File: src/rtl/sl_receiver_sync.sv
`default_nettype none
// ============================================================================
// Module      : sl_receiver_sync
// Description : Clocked two-wire SL receiver. Decodes sl0/sl1 return-to-high
//               pulses (sl0 low = 0, sl1 low = 1, both low = stop), checks
//               word length and odd parity, and buffers words in a
//               first-word-fall-through FIFO with a valid/ready handshake.
// Ports       : clk, reset       - clock, synchronous active-high reset
//               sl0, sl1         - asynchronous serial lines, idle high
//               mode[1:0]        - word length 8/16/24/32 data bits
//               data, parity_err, len_err, valid, ready - FIFO head handshake
//               overflow, clr_ovf - sticky drop flag and its clear
//               timeout_err      - one-cycle pulse when a word is aborted
//               busy             - a word is in progress
// Revision    : 1.0 - initial release
// ============================================================================
module sl_receiver_sync #(
    parameter int DATA_W     = 32,
    parameter int FIFO_DEPTH = 4,
    parameter int MIN_LOW    = 2,
    parameter int TIMEOUT    = 1024
) (
    input  logic              clk,
    input  logic              reset,
    input  logic              sl0,
    input  logic              sl1,
    input  logic [1:0]        mode,
    output logic [DATA_W-1:0] data,
    output logic              parity_err,
    output logic              len_err,
    output logic              valid,
    input  logic              ready,
    output logic              overflow,
    input  logic              clr_ovf,
    output logic              timeout_err,
    output logic              busy
);

    localparam int c_AW = $clog2(FIFO_DEPTH);
    localparam int c_LW = $clog2(MIN_LOW + 1);
    localparam int c_TW = $clog2(TIMEOUT + 1);
    localparam int c_EW = DATA_W + 2;   // stored entry: {data, parity_err, len_err}

    localparam logic [c_LW-1:0] c_MIN_LOW = c_LW'(MIN_LOW);
    localparam logic [c_TW-1:0] c_T_LAST  = c_TW'(TIMEOUT - 1);
    localparam logic [c_AW:0]   c_FULL    = (c_AW + 1)'(FIFO_DEPTH);

    typedef enum logic [1:0] {
        ST_IDLE = 2'd0,
        ST_LOW0 = 2'd1,
        ST_LOW1 = 2'd2,
        ST_STOP = 2'd3
    } state_t;

    // Synchronisers (idle-high, so they reset to 1)
    logic r_s0_meta_q, r_s0_q, r_s1_meta_q, r_s1_q;

    // Decoder state
    state_t            r_state_q, w_state_d;
    logic [c_LW-1:0]   r_low_q,   w_low_d;
    logic [5:0]        r_bits_q,  w_bits_d;
    logic [32:0]       r_sr_q,    w_sr_d;
    logic [1:0]        r_mode_q,  w_mode_d;
    logic [c_TW-1:0]   r_idle_q,  w_idle_d;
    logic              r_push_q,  w_push_d;
    logic [31:0]       r_wdata_q, w_wdata_d;
    logic              r_wperr_q, w_wperr_d;
    logic              r_wlerr_q, w_wlerr_d;
    logic              r_tout_q,  w_tout_d;

    logic              w_take;
    logic              w_bit;
    logic [5:0]        w_need_take;
    logic [5:0]        w_need_stop;

    // Expected bit count (N data + 1 parity) = (mode+1)*8 + 1. The first bit
    // of a word uses the live mode since that is the cycle mode is latched.
    assign w_need_take = {({1'b0, ((r_bits_q == 6'd0) ? mode : r_mode_q)} + 3'd1), 3'b001};
    assign w_need_stop = {({1'b0, r_mode_q} + 3'd1), 3'b001};

    always_comb begin
        w_state_d = r_state_q;
        w_low_d   = r_low_q;
        w_bits_d  = r_bits_q;
        w_sr_d    = r_sr_q;
        w_mode_d  = r_mode_q;
        w_idle_d  = '0;
        w_push_d  = 1'b0;
        w_wdata_d = r_wdata_q;
        w_wperr_d = r_wperr_q;
        w_wlerr_d = r_wlerr_q;
        w_tout_d  = 1'b0;
        w_take    = 1'b0;
        w_bit     = 1'b0;

        case (r_state_q)
            ST_IDLE: begin
                if (!r_s0_q && !r_s1_q) begin
                    w_state_d = ST_STOP;
                end else if (!r_s0_q) begin
                    w_state_d = ST_LOW0;
                    w_low_d   = c_LW'(1);
                end else if (!r_s1_q) begin
                    w_state_d = ST_LOW1;
                    w_low_d   = c_LW'(1);
                end else if (r_bits_q != 6'd0) begin
                    // Lines idle inside an unfinished word
                    if (r_idle_q == c_T_LAST) begin
                        w_bits_d = 6'd0;
                        w_sr_d   = '0;
                        w_tout_d = 1'b1;
                    end else begin
                        w_idle_d = r_idle_q + 1'b1;
                    end
                end
            end
            ST_LOW0, ST_LOW1: begin
                if ((r_state_q == ST_LOW0) ? !r_s1_q : !r_s0_q) begin
                    w_state_d = ST_STOP;
                end else if ((r_state_q == ST_LOW0) ? !r_s0_q : !r_s1_q) begin
                    if (r_low_q != '1)
                        w_low_d = r_low_q + 1'b1;
                end else begin
                    // Pulse ended: short pulses are glitches and are dropped
                    w_take    = (r_low_q >= c_MIN_LOW);
                    w_bit     = (r_state_q == ST_LOW1);
                    w_state_d = ST_IDLE;
                end
            end
            ST_STOP: begin
                if (r_s0_q && r_s1_q) begin
                    w_push_d  = (r_bits_q != 6'd0);
                    w_wlerr_d = (r_bits_q != w_need_stop);
                    // Shift register holds data+parity, so parity is over it all
                    w_wperr_d = ~(^r_sr_q);
                    // Last received bit is parity; short words keep every bit
                    w_wdata_d = (r_bits_q >= w_need_stop) ? r_sr_q[32:1] : r_sr_q[31:0];
                    w_bits_d  = 6'd0;
                    w_sr_d    = '0;
                    w_state_d = ST_IDLE;
                end
            end
            default: w_state_d = ST_IDLE;
        endcase

        if (w_take) begin
            if (r_bits_q == 6'd0)
                w_mode_d = mode;
            // Bits beyond N+1 are counted (for len_err) but not stored
            if (r_bits_q < w_need_take)
                w_sr_d = {r_sr_q[31:0], w_bit};
            if (r_bits_q != '1)
                w_bits_d = r_bits_q + 6'd1;
        end
    end

    // FIFO
    logic [c_EW-1:0] r_mem_q [FIFO_DEPTH];
    logic [c_AW-1:0] r_wr_q, r_rd_q;
    logic [c_AW:0]   r_cnt_q;
    logic [c_EW-1:0] r_last_q;
    logic            r_ovf_q;
    logic            w_full;
    logic            w_pop;
    logic            w_wr;
    logic [c_EW-1:0] w_head;
    logic [c_EW-1:0] w_out;

    assign w_full = (r_cnt_q == c_FULL);
    assign w_pop  = valid && ready;
    assign w_wr   = r_push_q && (!w_full || w_pop);
    assign w_head = r_mem_q[r_rd_q];
    // With the FIFO empty the last popped entry is presented
    assign w_out  = valid ? w_head : r_last_q;

    always_ff @(posedge clk) begin
        if (w_wr)
            r_mem_q[r_wr_q] <= {DATA_W'(r_wdata_q), r_wperr_q, r_wlerr_q};
    end

    always_ff @(posedge clk) begin
        if (reset) begin
            r_s0_meta_q <= 1'b1;
            r_s0_q      <= 1'b1;
            r_s1_meta_q <= 1'b1;
            r_s1_q      <= 1'b1;
            r_state_q   <= ST_IDLE;
            r_low_q     <= '0;
            r_bits_q    <= '0;
            r_sr_q      <= '0;
            r_mode_q    <= '0;
            r_idle_q    <= '0;
            r_push_q    <= 1'b0;
            r_wdata_q   <= '0;
            r_wperr_q   <= 1'b0;
            r_wlerr_q   <= 1'b0;
            r_tout_q    <= 1'b0;
            r_wr_q      <= '0;
            r_rd_q      <= '0;
            r_cnt_q     <= '0;
            r_last_q    <= '0;
            r_ovf_q     <= 1'b0;
        end else begin
            r_s0_meta_q <= sl0;
            r_s0_q      <= r_s0_meta_q;
            r_s1_meta_q <= sl1;
            r_s1_q      <= r_s1_meta_q;
            r_state_q   <= w_state_d;
            r_low_q     <= w_low_d;
            r_bits_q    <= w_bits_d;
            r_sr_q      <= w_sr_d;
            r_mode_q    <= w_mode_d;
            r_idle_q    <= w_idle_d;
            r_push_q    <= w_push_d;
            r_wdata_q   <= w_wdata_d;
            r_wperr_q   <= w_wperr_d;
            r_wlerr_q   <= w_wlerr_d;
            r_tout_q    <= w_tout_d;
            if (w_wr)
                r_wr_q <= r_wr_q + 1'b1;
            if (w_pop) begin
                r_rd_q   <= r_rd_q + 1'b1;
                r_last_q <= w_head;
            end
            r_cnt_q <= r_cnt_q + (c_AW + 1)'(w_wr) - (c_AW + 1)'(w_pop);
            // Set has priority over clear
            if (r_push_q && w_full && !w_pop)
                r_ovf_q <= 1'b1;
            else if (clr_ovf)
                r_ovf_q <= 1'b0;
        end
    end

    assign valid       = (r_cnt_q != '0);
    assign data        = w_out[c_EW-1:2];
    assign parity_err  = w_out[1];
    assign len_err     = w_out[0];
    assign overflow    = r_ovf_q;
    assign timeout_err = r_tout_q;
    assign busy        = (r_bits_q != 6'd0) || (r_state_q == ST_STOP);

endmodule
`default_nettype wire
File: config.mk
export PLATFORM = sky130hd
export DESIGN_NAME = sl_receiver_sync
export DESIGN_NICKNAME = d
export VERILOG_FILES = /design/src/rtl/sl_receiver_sync.sv
export SDC_FILE = /design/constraint.sdc
export NUM_CORES = 1
export LEC_CHECK = 0
export ABC_AREA = 1
export BUFFER_PORTS_ARGS = -buffer_cell sky130_fd_sc_hd__buf_2
export CORE_MARGIN = 5
export CORE_UTILIZATION = 55
export CTS_BUF_LIST = sky130_fd_sc_hd__clkbuf_2 sky130_fd_sc_hd__clkbuf_4 sky130_fd_sc_hd__clkbuf_8
export DETAILED_ROUTE_END_ITERATION = 6
export MAX_ROUTING_LAYER = met4
export PLACE_DENSITY = 0.76
export SYNTH_ARGS = -nofsm -noshare
export SYNTH_HDL_FRONTEND = slang
export SYNTH_SLANG_ARGS = --single-unit
File: constraint.sdc
create_clock -name clk -period 7.2 [get_ports clk]
set_input_delay 0.72 -clock clk [delete_from_list [all_inputs] [get_ports clk]]
set_output_delay 0.72 -clock clk [all_outputs]
set_load 0.01 [all_outputs]
After elaboration in Yosys (flattened, before gate mapping):

Memories as Yosys holds them, arrays and structs flattened. A register that Yosys moved wholly into a read port is not among the register bits.
Cells that the tools add are included.

* flip-flop bits (word level): 138
* memory bits (writable): 136
* input port bits: 8
* output and inout port bits: 38
* logic and storage cells: 132
* memories kept: 1

Memories
* r_mem_q: depth 4, width 34, rd ports 1, clocked after memory_dff 1, write ports 1, line 158 `logic [c_EW-1:0] r_mem_q [FIFO_DEPTH];`

* add/subtract/negate cells: 9
* magnitude comparators: 3
* equality and inequality tests: 16
* muxes and demuxes: 50
* bitwise gates (word level): 7
* reduce and logical (&&, ||, !) cells: 26

Operator list (number)
* $mux 33: 8
* $pmux 33 s2: 1
* $mux 6: 8
* $mux 34: 1
* $reduce_xor 33->1: 1
* $mux 32: 1
* $mux 2: 15
* $mux 1: 13
* $ne 2x2->1 const B: 6
* $pmux 6 s2: 1
* $add 11x1->11 const B: 1
* $eq 11x10->1 const B: 1
* $not 1->1: 7
* $reduce_or 7->1: 1
* $add 2x1->2 const B: 3
* $add 2x1->3 const B: 2
* $add 6x1->6 const B: 1
* $ge 6x6->1: 1
* $logic_and 1x1->1: 6
* $logic_not 6->1: 1
* $lt 6x6->1: 1
* $ne 3x3->1 const B: 2
* $ne 6x6->1: 1
* $ne 6x6->1 const B: 1
* other kinds (21): 27

Logic depth before layout (Yosys ltp):

Gate-level depths: netlist of the first run.

* depth in word-level cells: 9
* mapped depth: 17
* gate-level depth less buffers: 15

Worst setup path before layout of the first run:

No wires, ideal clock.

* path kind: input-to-reg
* start point: input ready
* end point: memory r_mem_q[0][0] (netlist name) (enable)
* setup time: 0.425 ns
* data arrival time: 2.523 ns
* data required time: 6.775 ns
* path slack: 4.252 ns
* cell stages on the path: 5
* cell sequence: inv_1 > nand3_1 > and2_1 > inv_1 > nor2_1

* cells in the longest elaborated chain, start to end: 5

Ends and longest elaborated chain
* from (decl): line 32 `input logic ready,`
* $logic_and 1x1->1: line 170 `assign w_pop = valid && ready;`
* $logic_or 1x1->1: line 171 `assign w_wr = r_push_q && (!w_full || w_pop);`
* $logic_and 1x1->1: line 171
* $mux 1: line 177 `if (w_wr)`
* $mux 1 (implied by the code): line 178 `r_mem_q[r_wr_q] <= {DATA_W'(r_wdata_q), r_wperr_q, r_wlerr_q};`
* to (decl): line 158

No other way between the ends.

==> impl_metrics.py, run 1 <==
metrics = {
    "timing": {
        "rsz0062_at_grt": "no",
        "slew_headroom": 0.280,
        "hold_ws_ns": 0.353,
        "drv_slew": 0,
        "worstMarginPinSlew_ns": 1.08,
        "period_minus_slack_ns": 3.64,
        "hold_viol": 0,
        "fin_skew_ns": 0.0309,
        "setup_tns_ns": 0,
        "layout_setup_ws_ns": 3.56,
        "fmax_mhz": 275,
        "setup_viol": 0,
        "fin_crit_sh": 0.505,
    },
    "global_route": {
        "grt_max_degree": 109,
        "grt-ovfl-total": 0,
        "grt_pass1_wl_microns": 40100,
        "grt_pass1_vias": 8706,
        "antenna_found_initial": 0,
        "track_usage": 0.199,
    },
    "power": {
        "power_mw": 5.13,
        "leakagePower_nw": 5.37,
        "max-vdd-ir-drop_v": 0.000193,
        "power_density_nw_per_um2": 386,
    },
    "cts": {
        "cts_resized": 0,
        "cts_num_sinks": 276,
        "holdBufCountCts": 0,
        "cts_buffers": 45,
        "cts_setup_buffers": 0,
        "cts_max_path_buffers": 3,
        "cts_tree": "yes",
        "clk_latency_ns": 0.56,
        "htreeDepth": 2,
        "clock-root-buffer": "clkbuf_8",
        "clkTransAtPathRegs_ns": 0.06,
    },
    "place": {
        "place_ws_ns": 4.13,
        "port_buffers": 45,
        "placedCellCount": 1598,
        "postPlaceCellArea_sq_um": 12400,
        "gp_congestion": 0.872,
        "dpl.hpwl_microns": 14200,
    },
    "synthesis": {
        "async_reset_ff_frac": 0,
        "synth_cell_type_count": 38,
        "synth-edff-count": 136,
        "synth_flop_cell": "dfxtp_1",
        "synth_area_sq_um": 12000,
        "synth_area_per_cell_sq_um": 9.02,
        "seq_area_frac_synth": 0.573,
        "synth_common_cells": "232 x nand2_1, 202 x o21ai_0, 149 x inv_1",
        "ys_warn_count": 0,
        "synth.area.top_cells": "edfxtp_1 34%, dfxtp_1 23%, o21ai_0 8.4%",
        "synth_top_cell_by_area": "edfxtp_1",
        "yosysMostFrequentCell": "nand2_1",
        "syn_nets": 1364,
        "synth_cells": 1331,
        "ys_seq_elements": 276,
        "synth_top_area_share": 0.340,
    },
    "floorplanning": {
        "num_io_pins": 46,
        "core_sq_um": 21700,
        "rows": 54,
        "fp.dieH_microns": 158,
        "start_util": 0.554,
        "die_w_microns": 158,
        "die_area_sq_um": 24900,
    },
    "route": {
        "wl_per_cell_microns": 14.1,
        "wl_microns": 23700,
        "postRouteAntennaNets": 0,
        "vias": 9018,
        "dr.first_iter.drc_count": 687,
        "drt_first_pass_iters": 5,
        "drc": 0,
        "vias_per_cell": 5.36,
    },
    "job": {
        "cap_violations": 0,
    },
    "finish": {
        "area_growth_pct": 10.7,
        "nNetsFinal": 1398,
        "insertedDiodeCount": 0,
        "fill_cells": 1798,
        "final_cells": 1681,
        "final_util": 0.613,
        "drive_gt1_frac": 0.113,
        "final_cell_area_sq_um": 13300,
    },
    "outcome": {
        "status": "complete, no violations",
    },
    "setup_path": {
        "worst_setup_path_end_kind": "output port",
        "arrival_ns": 2.92,
        "crit_fanout": 69,
        "worstSetupPathType": "reg2out",
        "cp-start-kind": "flip-flop",
        "required_ns": 6.48,
    },
    "hold_path": {
        "min_path_type": "in2reg",
    },
}
==> metal layers <==
| metal | track usage | up-vias | routed length (microns) |
|---|---|---|---|
| met5 | - | - | 0 |
| met3 | 0.0323 | 27 | 1310 |
| met4 | 0.0524 | 0 | 255 |
| met2 | 0.331 | 208 | 11400 |
| li1 | - | 4568 | - |
| met1 | 0.255 | 4215 | 10700 |
==> cells in the final DEF, fill, tap and decap left out, types with 4 or more instances in the layout <==
cell type and count:
clkbuf_8 46, o22ai_1 34, nor2_4 4, nor2_1 98
or2_2 6, ha_1 24, nand3_1 35, edfxtp_1 136
inv_1 148, dfxtp_1 139, clkinv_2 7, xor2_1 6
buf_2 45, a21oi_1 106, clkbuf_4 11, nor2_2 6
nand2_1 232, o211ai_1 34, nand2_2 4, nand3b_1 4
buf_4 13, xnor2_1 11, nor3_1 6, clkinv_1 15
o21ai_0 202
==> final cells by class <==
class	count	area, sq um	area share
tap	280	350	0.0264
clock buffer	57	716	0.0538
timing repair buffer	58	323	0.0243
clock inverter	26	179	0.0135
sequential	276	6890	0.518
inverter	152	571	0.0429
multi-input combinational	832	4270	0.321
==> worst max-delay path, stage by stage, from the launching register on <==
cell,delay [ns]
dfxtp_2,0.31
buf_4,0.31
inv_1,0.38
buf_4,0.53
o21ai_0,0.16
o22ai_1,0.25
inv_1,0.08
o21ai_0,0.14
buf_2,0.15
==> state kept, by name, summed over array words and instances, names as in the netlist, 3 cells and up, named ones only <==
signal / count
r_idle_q: 11
r_mem_q: 136
r_wdata_q: 32
r_bits_q: 6
r_sr_q: 33
r_cnt_q: 3
r_last_q: 34
==> final timing paths <==
path	start	end	slack, ns	depth (start not counted)
max reg2reg	r_bits_q[0]	r_sr_q[14]	4.13	15
min	sl1	r_s1_meta_q	0.35	2
min reg2reg	r_s0_meta_q	r_s0_q	0.41	1
max	flip-flop	data[1]	3.56	8
==> logic make-up after synthesis <==
logic type,Yosys count,synth area share
xor gates and xnor gates,17,0.0124
and+or+nand+nor,408,0.143
AOI/OAI and AO/OA,382,0.170
DFF,276,0.573
buffers and inverters,223,0.0740
adders and majority gates,25,0.0267
==> power breakdown <==
group / internal (mW) / switching [mW]
Clock: 0.732 / 0.603
Sequential: 1.86 / 0.183
Combinational: 0.607 / 1.14
Total: 3.20 / 1.93
(Power assumes the default switching activity.)
==> run 2: changes to the inputs <==
==> constraint.sdc (replaced) <==
create_clock -name clk -period 3.4 [get_ports clk]
set_input_delay 0.34 -clock clk [delete_from_list [all_inputs] [get_ports clk]]
set_output_delay 0.34 -clock clk [all_outputs]
set_load 0.01 [all_outputs]
==> impl_metrics.py, run 2 (same netlist as run 1, synthesis figures left out) <==
metrics = {
    "power": {
        "leakagePower_nw": 5.42,
        "power_density_nw_per_um2": 814,
        "power_mw": 10.9,
        "max-vdd-ir-drop_v": 0.000528,
    },
    "finish": {
        "final_cell_mix": "232 x nand2_1, 202 x o21ai_0, 148 x inv_1, 139 x dfxtp_1, 136 x edfxtp_1",
        "top_register": "r_mem_q",
        "nNetsFinal": 1404,
        "insertedDiodeCount": 0,
        "regArea_sq_um": 6890,
        "fill_cells": 1779,
        "largest_reg_flops": 136,
        "area_growth_pct": 11.3,
        "largest_registers": "r_mem_q: 136 flops, r_last_q: 34 flops, r_sr_q: 33 flops",
        "drive_gt1_frac": 0.122,
        "multi_input_area_sq_um": 4270,
        "layout_commonest_cell": "nand2_1",
    },
    "timing": {
        "fin_skew_ns": 0.0149,
        "setup_tns_ns": 0,
        "hold_viol": 0,
        "drv_slew": 0,
        "fmax_mhz": 347,
        "period_minus_slack_ns": 2.88,
        "worstMarginPinSlew_ns": 0.693,
        "setup_viol": 0,
        "slew_headroom": 0.538,
        "fin_crit_sh": 0.848,
        "rsz0062_at_grt": "no",
    },
    "cts": {
        "cts_buffers": 44,
        "cts_resized": 0,
        "cts_setup_buffers": 0,
        "clkTransAtPathRegs_ns": 0.06,
        "clk_latency_ns": 0.54,
        "htreeDepth": 2,
        "clock-root-buffer": "clkbuf_8",
        "cts_max_path_buffers": 3,
        "cts_tree": "yes",
        "cts_num_sinks": 276,
    },
    "outcome": {
        "status": "complete, no violations",
    },
    "route": {
        "postRouteAntennaNets": 0,
        "wl_per_cell_microns": 14.0,
        "vias": 8988,
        "wl_microns": 23600,
        "drt_first_pass_iters": 5,
        "dr.first_iter.drc_count": 673,
        "vias_per_cell": 5.33,
        "drc": 0,
    },
    "setup_path": {
        "cp-start-kind": "flip-flop",
        "arrival_ns": 2.54,
        "worst_setup_path_end_kind": "output port",
        "worstSetupPathType": "reg2out",
        "crit_fanout": 40,
        "required_ns": 3.06,
    },
    "floorplanning": {
        "start_util": 0.554,
        "die_area_sq_um": 24900,
        "fp.dieH_microns": 158,
        "core_sq_um": 21700,
        "die_w_microns": 158,
        "rows": 54,
        "num_io_pins": 46,
    },
    "place": {
        "gp_congestion": 0.822,
        "port_buffers": 45,
        "dpl.hpwl_microns": 14400,
    },
    "global_route": {
        "grt_pass1_vias": 8419,
        "grt-ovfl-total": 0,
        "track_usage": 0.194,
        "grt_max_degree": 73,
        "grt_pass1_wl_microns": 39200,
        "antenna_found_initial": 0,
    },
    "hold_path": {
        "min_path_type": "in2reg",
    },
    "job": {
        "cap_violations": 0,
    },
}
==> run 2: worst max-delay path: stages, from the launching register on <==
cell	delay, ns
dfxtp_2	0.77
buf_4	0.42
o21ai_0	0.16
o22ai_1	0.22
inv_1	0.09
o21ai_0	0.16
buf_2	0.16
==> run 2: metrics by stage <==
step                      cell area (sq um)  instances  worst slack [ns]   util  hold WS (ns)
after detailed placement              12400       1603             0.576  0.574         0.397
after global routing                  13400       1687             0.215  0.616        0.0730
after CTS                             13400       1687             0.479  0.616        0.0516
final                                 13400       1687             0.518  0.616        0.0776
after floorplan                       12000       1331             0.829      -         0.389
after global placement                12400       1603             0.694  0.574         0.397
==> run 2: per-layer routing <==
layer,up-vias,track usage,routed length (microns)
li1,4580,-,-
met1,4180,0.249,10700
met3,34,0.0344,1200
met4,0,0.0492,376
met2,194,0.322,11300
met5,-,-,0
==> run 2: layout make-up <==
cell class,count,area share
multi-input combinational,832,0.319
tap,280,0.0262
inverter,152,0.0427
clock buffer,68,0.0616
timing repair buffer,65,0.0294
clock inverter,14,0.00571
sequential,276,0.515
==> run 2: repair_timing <==
action                                  4_1_cts  5_1_grt
hold buffers                                  2        0
endpoints found under the setup margin        0        0
hold endpoints to repair                      2        0
==> run 2: final timing paths <==
check              startpoint         end  slack (ns)  depth (start not counted)
setup / recovery    flip-flop    data[15]        0.52                          6
hold / removal        clr_ovf    overflow        0.08                          4
setup reg to reg  r_bits_q[1]  r_sr_q[28]        0.53                         15
hold reg to reg   r_s1_meta_q      r_s1_q        0.42                          1
==> run 2: power breakdown <==
part | leakage [nW] | internal, mW | switching (mW) | total [mW]
combinational | 2.56 | 1.31 | 2.40 | 3.71
clock | 0.490 | 1.56 | 1.25 | 2.80
sequential | 2.37 | 3.94 | 0.426 | 4.37
total | 5.42 | 6.81 | 4.07 | 10.9
==> run 3: changes to the inputs <==
--- a/config.mk
+++ b/config.mk
@@ -5,14 +5,14 @@
 export SDC_FILE = /design/constraint.sdc
 export NUM_CORES = 1
 export LEC_CHECK = 0
-export ABC_AREA = 1
+export ABC_AREA = 0
 export BUFFER_PORTS_ARGS = -buffer_cell sky130_fd_sc_hd__buf_2
 export CORE_MARGIN = 5
 export CORE_UTILIZATION = 55
 export CTS_BUF_LIST = sky130_fd_sc_hd__clkbuf_2 sky130_fd_sc_hd__clkbuf_4 sky130_fd_sc_hd__clkbuf_8
 export DETAILED_ROUTE_END_ITERATION = 6
 export MAX_ROUTING_LAYER = met4
-export PLACE_DENSITY = 0.76
+export PLACE_DENSITY = 0.79
 export SYNTH_ARGS = -nofsm -noshare
 export SYNTH_HDL_FRONTEND = slang
 export SYNTH_SLANG_ARGS = --single-unit
==> constraint.sdc (replaced) <==
create_clock -name clk -period 2.6 [get_ports clk]
set_input_delay 0.26 -clock clk [delete_from_list [all_inputs] [get_ports clk]]
set_output_delay 0.26 -clock clk [all_outputs]
set_load 0.01 [all_outputs]
==> impl_metrics.py, run 3 <==
metrics = {
    "finish": {
        "insertedDiodeCount": 0,
        "top_register": "r_mem_q",
        "area_growth_pct": 14.2,
        "largest_reg_flops": 136,
        "nNetsFinal": 1032,
        "final_util": 0.640,
        "final_cell_area_sq_um": 13500,
        "layout_commonest_cell": "dfxtp_1",
        "final_cell_mix": "137 x dfxtp_1, 136 x edfxtp_1, 107 x nand2_1, 67 x nor2_1, 51 x clkbuf_8",
        "fill_cells": 1522,
        "largest_registers": "r_mem_q: 136 flops, r_last_q: 34 flops, r_sr_q: 33 flops",
        "drive_gt1_frac": 0.306,
    },
    "cts": {
        "cts_buffers": 44,
        "cts_max_path_buffers": 3,
        "cts_tree": "yes",
        "clkTransAtPathRegs_ns": 0.06,
        "htreeDepth": 2,
        "clock-root-buffer": "clkbuf_8",
        "cts_num_sinks": 276,
        "clk_latency_ns": 0.55,
    },
    "setup_path": {
        "crit_top_cell": "ha_4",
        "rrSetupSlack_ns": -0.10,
        "r2r_cells": 13,
        "crit_path_top_delay_cell": "mux2_4",
        "r2r-start": "r_bits_q[1]",
        "rr_endpoint": "r_sr_q[14]",
        "cp-start-kind": "flip-flop",
        "crit_fanout": 33,
        "required_ns": 2.99,
        "slowest_delay_ns": 0.37,
        "cp_cell_sequence": "inv_2 > ha_4 > nand2b_4 > nor4_4 > mux2_4 > ha_4 > inv_2 > ha_4 > a21o_1 > a211o_1 > buf_12 > nand3_2 > a21oi_2",
        "worst_setup_path_end_kind": "flip-flop",
        "worstSetupPathType": "reg2reg",
        "arrival_ns": 3.10,
    },
    "timing": {
        "fin_skew_ns": 0.0243,
        "drv_slew": 0,
        "hold_viol": 0,
        "period_minus_slack_ns": 2.70,
        "layout_setup_ws_ns": -0.103,
        "worstMarginPinSlew_ns": 0.683,
        "rsz0062_at_grt": "yes",
        "slew_headroom": 0.542,
        "fin_crit_sh": 1.04,
        "setup_tns_ns": -2.48,
        "setup_viol": 33,
        "fmax_mhz": 370,
    },
    "floorplanning": {
        "fp.dieH_microns": 157,
        "die_area_sq_um": 24500,
        "start_util": 0.560,
        "die_w_microns": 157,
        "core_sq_um": 21100,
        "rows": 53,
        "num_io_pins": 46,
    },
    "route": {
        "postRouteAntennaNets": 0,
        "vias_per_cell": 5.40,
        "drt_first_pass_iters": 4,
        "drc": 0,
        "wl_microns": 21000,
        "vias": 7072,
        "wl_per_cell_microns": 16.0,
        "dr.first_iter.drc_count": 371,
    },
    "hold_path": {
        "hold_start": "ready",
        "hold_end": "overflow",
        "worstHoldPathCells": 4,
        "min_path_type": "in2reg",
    },
    "synthesis": {
        "async_reset_ff_frac": 0,
        "synth_cells": 931,
        "synth_flop_cell": "dfxtp_1",
        "synth-edff-count": 136,
        "synth_compound_area_frac": 0.0804,
        "synth_cell_type_count": 60,
        "synth_top_cell_by_area": "edfxtp_1",
        "ys_warn_count": 0,
        "synth_area_sq_um": 11800,
        "synth_common_cells": "140 x dfxtp_1, 136 x edfxtp_1, 111 x nand2_1",
        "seq_area_frac_synth": 0.583,
        "synth_area_per_cell_sq_um": 12.7,
        "syn_nets": 964,
        "synth_top_family_by_area": "multiplexers",
        "synthSimpleGateAreaFrac": 0.117,
        "synth-adder-area-share": 0.0271,
        "synth-xor-area-share": 0.0344,
        "yosysMostFrequentCell": "dfxtp_1",
        "synth_top_area_share": 0.346,
        "yosys-mux-area-fraction": 0.128,
        "synth.area.top_cells": "edfxtp_1 35%, dfxtp_1 24%, mux4_2 6.5%",
        "ys_seq_elements": 276,
    },
    "power": {
        "power_density_nw_per_um2": 883,
        "max-vdd-ir-drop_v": 0.000472,
        "power_mw": 11.9,
        "leakagePower_nw": 4.85,
    },
    "global_route": {
        "grt_pass1_vias": 7033,
        "grt_max_degree": 93,
        "track_usage": 0.180,
        "antenna_found_initial": 0,
        "grt_pass1_wl_microns": 35200,
        "grt-ovfl-total": 0,
    },
    "place": {
        "port_buffers": 45,
        "place_ws_ns": -0.172,
        "gp_congestion": 0.818,
        "dpl.hpwl_microns": 12800,
        "postPlaceCellArea_sq_um": 12500,
    },
    "outcome": {
        "status": "finished with violations",
        "violations": "setup timing",
    },
    "job": {
        "cap_violations": 0,
    },
}
[run 3: cells by family after synthesis]
| logic type | after synthesis |
|---|---|
| multiplexers | 104 |
| adder cells (fa/ha/maj) | 25 |
| XOR/XNOR | 44 |
| AND/OR/NAND/NOR | 268 |
| AO/OA/AOI/OAI | 136 |
| flip-flops | 276 |
| buffers and inverters | 78 |
[run 3: layout make-up]
| cell class | count | area, sq um | share of cell area |
|---|---|---|---|
| Timing Repair Buffer | 79 | 603 | 0.0447 |
| Tap cell | 275 | 344 | 0.0255 |
| Sequential cell | 276 | 6890 | 0.511 |
| Inverter | 21 | 78.8 | 0.00584 |
| Multi-Input combinational cell | 577 | 4640 | 0.344 |
| Clock inverter | 13 | 98.8 | 0.00733 |
| Clock buffer | 68 | 830 | 0.0615 |
[run 3: where the power goes]
group          total (mW)  internal, mW  switching, mW  leakage [nW]
logic                3.14          1.41           1.73          1.96
registers            4.98          4.82          0.168          2.39
clock network        3.78          2.15           1.64         0.495
total                11.9          8.37           3.54          4.85
[run 3: layer usage]
| metal | vias to the layer above | global-route usage | wire, microns |
|---|---|---|---|
| li1 | 3512 | - | - |
| met1 | 3407 | 0.231 | 9510 |
| met2 | 123 | 0.297 | 10300 |
| met3 | 30 | 0.0318 | 861 |
| met4 | 0 | 0.0492 | 314 |
| met5 | - | - | 0 |
[run 3: worst max-delay path, delay by kind of cell, from the launching register on]
family	cells	cell delay (ns)
buf+inv	3	0.31
fa+ha+maj	3	0.59
simple gates	3	0.40
compound gates	3	0.57
flops	1	0.32
mux	1	0.37
[run 3: what timing repair did]
action	CTS	global route
hold buffers	3	0
endpoints found under the setup margin	33	33
setup buffers	1	2
hold endpoints to repair	3	0
resized for setup	4	2
pin swaps	18	3
[run 3: worst max-delay path by stage]
| stage | startpoint | to | slack (ns) |
|---|---|---|---|
| 6_report | r_bits_q[1] | r_sr_q[14] | -0.10 |
| 5_1_grt | r_bits_q[1] | r_sr_q[14] | -0.26 |
| 4_1_cts | r_bits_q[1] | r_sr_q[26] | -0.12 |
| 3_5_place_dp | r_bits_q[1] | r_sr_q[2] | -0.17 |
| 3_3_place_gp | r_bits_q[1] | r_sr_q[2] | -0.12 |
| 2_1_floorplan | r_bits_q[1] | r_sr_q[22] | -0.19 |
[run 3: metrics by stage]
step / instances / hold WS, ns
after floorplan: 931 / 0.364
after global placement: 1222 / 0.395
after detailed placement: 1222 / 0.399
after CTS: 1307 / 0.0578
after global routing: 1309 / 0.100
final: 1309 / 0.0816
